<file path="config.mk">
export PLATFORM = sky130hd
export DESIGN_NAME = debounce_sync
export DESIGN_NICKNAME = d
export VERILOG_FILES = /design/src/rtl/debounce_pkg.sv /design/src/rtl/sync_chain.sv /design/src/rtl/debounce_sync.sv
export SDC_FILE = /design/constraint.sdc
export NUM_CORES = 1
export LEC_CHECK = 0
export ABC_AREA = 1
export BUFFER_PORTS_ARGS = -buffer_cell sky130_fd_sc_hd__buf_2
export CORE_AREA = 2 2 39 41
export CTS_CLUSTER_DIAMETER = 200
export DETAILED_ROUTE_END_ITERATION = 8
export DIE_AREA = 0 0 41 43
export GPL_TIMING_DRIVEN = 0
export PLACE_DENSITY = 0.57
export SYNTH_ARGS = -nofsm -noshare
export SYNTH_HDL_FRONTEND = slang
export SYNTH_SLANG_ARGS = --single-unit
</file>
<file path="constraint.sdc">
create_clock -name clk -period 2.24 [get_ports clk]
set_input_delay 0.224 -clock clk [delete_from_list [all_inputs] [get_ports clk]]
set_output_delay 0.224 -clock clk [all_outputs]
set_load 0.02 [all_outputs]
</file>
<file path="src/rtl/debounce_pkg.sv">
// Shared types and default sizing for the debounce_sync input conditioner.
package debounce_pkg;

  typedef enum logic [1:0] {
    STABLE_LO = 2'd0,
    WAIT_HI   = 2'd1,
    STABLE_HI = 2'd2,
    WAIT_LO   = 2'd3
  } state_t;

  localparam int DEF_SYNC_STAGES     = 2;
  localparam int DEF_DEBOUNCE_CYCLES = 4;

endpackage

</file>
<file path="src/rtl/sync_chain.sv">
// Multi-flop synchroniser bringing an asynchronous level into the clk domain.
module sync_chain #(
  parameter int STAGES = 2
) (
  input  logic clk,
  input  logic rst,
  input  logic d_async,
  output logic d_sync
);

  logic [STAGES-1:0] chain;

  always_ff @(posedge clk) begin
    if (!rst) begin
      chain <= '0;
    end else begin
      chain <= {chain[STAGES-2:0], d_async};
    end
  end

  assign d_sync = chain[STAGES-1];

endmodule

</file>
<file path="src/rtl/debounce_sync.sv">
// Synchronise a raw level, debounce it by consecutive agreement, and emit a clean
// level plus registered one-cycle rise/fall pulses.
module debounce_sync
  import debounce_pkg::*;
#(
  parameter int SYNC_STAGES     = DEF_SYNC_STAGES,
  parameter int DEBOUNCE_CYCLES = DEF_DEBOUNCE_CYCLES
) (
  input  logic clk,
  input  logic rst,
  input  logic set,
  input  logic din,
  output logic q,
  output logic rise,
  output logic fall,
  output logic busy
);

  localparam int CNT_W = $clog2(DEBOUNCE_CYCLES + 1);
  localparam logic [CNT_W-1:0] CNT_LAST = CNT_W'(DEBOUNCE_CYCLES - 1);
  localparam logic [CNT_W-1:0] CNT_ONE  = CNT_W'(1);

  logic             s;
  state_t           state, state_nxt;
  logic [CNT_W-1:0] cnt, cnt_nxt;
  logic             rise_nxt, fall_nxt, q_nxt, busy_nxt;

  sync_chain #(
    .STAGES(SYNC_STAGES)
  ) u_sync (
    .clk    (clk),
    .rst    (rst),
    .d_async(din),
    .d_sync (s)
  );

  always_comb begin
    state_nxt = state;
    cnt_nxt   = cnt;
    rise_nxt  = 1'b0;
    fall_nxt  = 1'b0;
    if (set) begin
      // Forced high: no pulse, any pending qualification is dropped.
      state_nxt = STABLE_HI;
      cnt_nxt   = '0;
    end else begin
      case (state)
        STABLE_LO: begin
          if (s) begin
            if (DEBOUNCE_CYCLES == 1) begin
              state_nxt = STABLE_HI;
              rise_nxt  = 1'b1;
              cnt_nxt   = '0;
            end else begin
              state_nxt = WAIT_HI;
              cnt_nxt   = CNT_ONE;
            end
          end
        end
        WAIT_HI: begin
          if (!s) begin
            state_nxt = STABLE_LO;
            cnt_nxt   = '0;
          end else if (cnt >= CNT_LAST) begin
            state_nxt = STABLE_HI;
            rise_nxt  = 1'b1;
            cnt_nxt   = '0;
          end else begin
            cnt_nxt = cnt + CNT_ONE;
          end
        end
        STABLE_HI: begin
          if (!s) begin
            if (DEBOUNCE_CYCLES == 1) begin
              state_nxt = STABLE_LO;
              fall_nxt  = 1'b1;
              cnt_nxt   = '0;
            end else begin
              state_nxt = WAIT_LO;
              cnt_nxt   = CNT_ONE;
            end
          end
        end
        WAIT_LO: begin
          if (s) begin
            state_nxt = STABLE_HI;
            cnt_nxt   = '0;
          end else if (cnt >= CNT_LAST) begin
            state_nxt = STABLE_LO;
            fall_nxt  = 1'b1;
            cnt_nxt   = '0;
          end else begin
            cnt_nxt = cnt + CNT_ONE;
          end
        end
        default: begin
          state_nxt = STABLE_LO;
          cnt_nxt   = '0;
        end
      endcase
    end
  end

  // Outputs are registered copies decoded from the next state.
  always_comb begin
    q_nxt    = (state_nxt == STABLE_HI) || (state_nxt == WAIT_LO);
    busy_nxt = (state_nxt == WAIT_HI) || (state_nxt == WAIT_LO);
  end

  always_ff @(posedge clk) begin
    if (!rst) begin
      state <= STABLE_LO;
      cnt   <= '0;
      q     <= 1'b0;
      rise  <= 1'b0;
      fall  <= 1'b0;
      busy  <= 1'b0;
    end else begin
      state <= state_nxt;
      cnt   <= cnt_nxt;
      q     <= q_nxt;
      rise  <= rise_nxt;
      fall  <= fall_nxt;
      busy  <= busy_nxt;
    end
  end

endmodule

</file>
==> impl_metrics.ini <==
[global_route]
grt_overflow = 0
grt_pass1_wl_mm = 1.06
antenna_found_initial = 0
grtUsageTotal_pct = 8.89
grt_pass1_vias = 302
grt_max_degree = 8

[floorplanning]
rows = 14
start_util_pct = 29.7
fp.dieW_um = 41
io_pins = 8
fp.dieH_um = 43
die-area_sq_um = 1760
design.core.area_sq_um = 1380

[pwr]
power_leakage_uw = 0.000242
p_total_uw = 336
powerDensity_nw_per_um2 = 687
vdd_ir_drop_max_mv = 0.364

[worst_hold_path]
hold_class = in -> reg

[synth]
syn_area_per_cell_sq_um = 7.92
ys_types = 14
synth-seq-area-share_pct = 48.6
ys_warn_count = 0
syn_area_sq_um = 412
ys_seq_elements = 10
syn-num-nets = 58
syn_inst = 52

[critical_path]
cp_num_buf_inv = 0
required_ps = 2400
critPathMaxStageDelay_ps = 330
cp_max_fo = 4
critPathLaunchType = flop
crit_family = simple AND/OR/NAND/NOR gates
worst_path_most_repeated_cell = nor2_1
cp_cell_sequence = ha_1 -> ha_1 -> nor2_1 -> nand2_1 -> nand3_1 -> nand2_1 -> nor2_1 -> nor2_1
arrival_ps = 1500
worstSetupEndpointType = flop
slowest_stage = dfxtp_1
rrSetupSlack_ps = 900
path_class = reg -> reg

[routing]
dr.pass1.iters = 4
vias = 333
viasPerCell = 4.27
ant_nets = 0
drt-total-wl_um = 649
route.detailed.drc = 0
first_iter_violations = 5
wl_per_cell_um = 8.32

[cts]
ctsHoldBuffers = 0
cts_made_buffers = 3
cts_tree = yes
clockBufferDepth = 2
htree_levels = 1
postCtsResizedCells = 0
clkLatencyLatePin_ps = 260
clk_pin_slew_ps = 60
cts_root_buf = clkbuf_4
postCtsSetupRepairBufs = 0
clock-sinks = 10

[layout]
drive_gt1_share_pct = 27.4
utilization_pct = 35.4
fin_nets = 70
areaGrowthSynthToFinish_pct = 18.8
antenna_cells = 0
design_area_sq_um = 489
most-common-layout-cells = nand2_1, dfxtp_1, inv_1, buf_2, nor2_1

[sta]
finalHoldViolCount = 0
period_needed_ps = 1340
max-slew-margin-rel_pct = 80.7
timing.fmax_mhz = 747
rsz0062_at_grt = no
finalSetupTns_ps = 0
finClkSkew_ps = 1.09
worstMarginPinSlew_ps = 289
final_max_slew_viol_count = 0
holdWs_ps = 143
period_share_pct = 59.8
setup_viol = 0

[run]
maxCapViolCount = 0

[placed_design]
dpl_cell_area_sq_um = 467
globalplace.congestion = 0.731
port-buffer-count = 7
hpwlAfterDp_um = 520

[outcome]
status = complete, no violations
## path summary, 6_finish.rpt
path	startpoint	endpoint	cells after the start
worst min-delay path	din	u_sync.chain[0]$_SDFF_PN0_	3
worst max-delay path	cnt[0]$_SDFFE_PP0P_	q$_SDFF_PN0_	8
worst max register to register	cnt[0]$_SDFFE_PP0P_	q$_SDFF_PN0_	8
worst min register to register	u_sync.chain[0]$_SDFF_PN0_	u_sync.chain[1]$_SDFF_PN0_	2
## through the flow
stage | setup slack [ps] | instances
2_1_floorplan | 1020 | 52
3_3_place_gp | 929 | 75
3_5_place_dp | 905 | 75
4_1_cts | 888 | 78
5_1_grt | 771 | 78
6_report | 901 | 78
## cell type report
type                    instances  area (sq um)
repair buffers                  7          35.0
flip-flops and latches         10           200
well taps                      16          20.0
clock buffers                   3          22.5
inverters                       9          33.8
fillers                       153           895
multi-input cells              33           178
## logic make-up after synthesis
logic type / share of synthesized area, %
AOI/OAI and AO/OA: 6.08
adders and majority gates: 6.08
buffers and inverters: 8.21
DFF: 48.6
and+or+nand+nor: 31.0
## power breakdown
part	total, uW	switching, uW	internal [uW]	leakage [uW]
clock	118	55.9	61.8	0.0000138
combinational	29.6	18.2	11.4	0.000147
sequential	189	4.76	184	0.0000819
## tightest hold or removal path, stage by stage
cell and delay [ps]:
buf_2 70, nand2_1 40, inv_1 40
## synth_stat cells
| master | n | area [sq um] |
|---|---|---|
| ha_1 | 2 | 25.0 |
| nand2_2 | 2 | 12.5 |
| nor2_4 | 1 | 11.3 |
| inv_1 | 7 | 26.3 |
| dfxtp_1 | 10 | 200 |
| nor2_2 | 1 | 6.26 |
| nor3_1 | 2 | 10.0 |
| a21oi_1 | 4 | 20.0 |
| o21ai_0 | 1 | 5.00 |
| nor2_1 | 5 | 18.8 |
| nand2_4 | 1 | 11.3 |
| nand2_1 | 10 | 37.5 |
| nand3_1 | 4 | 20.0 |
| inv_2 | 2 | 7.51 |
## layer usage
layer	part of all wire (%)	GRT usage [%]	wire [um]	vias to the layer above
li1	-	-	-	184
met1	45	10.2	293	144
met2	50	13.8	326	5
met5	0	0	0	-
met4	0	6.00	0	0
met3	4.3	2.09	28	0
## flip-flops by register name (all words and copies together), names as in the netlist
name	count
cnt	3
fall	1
u_sync.chain	2
rise	1
state	1
busy	1
q	1
Power figures use the tool's default switching activity.
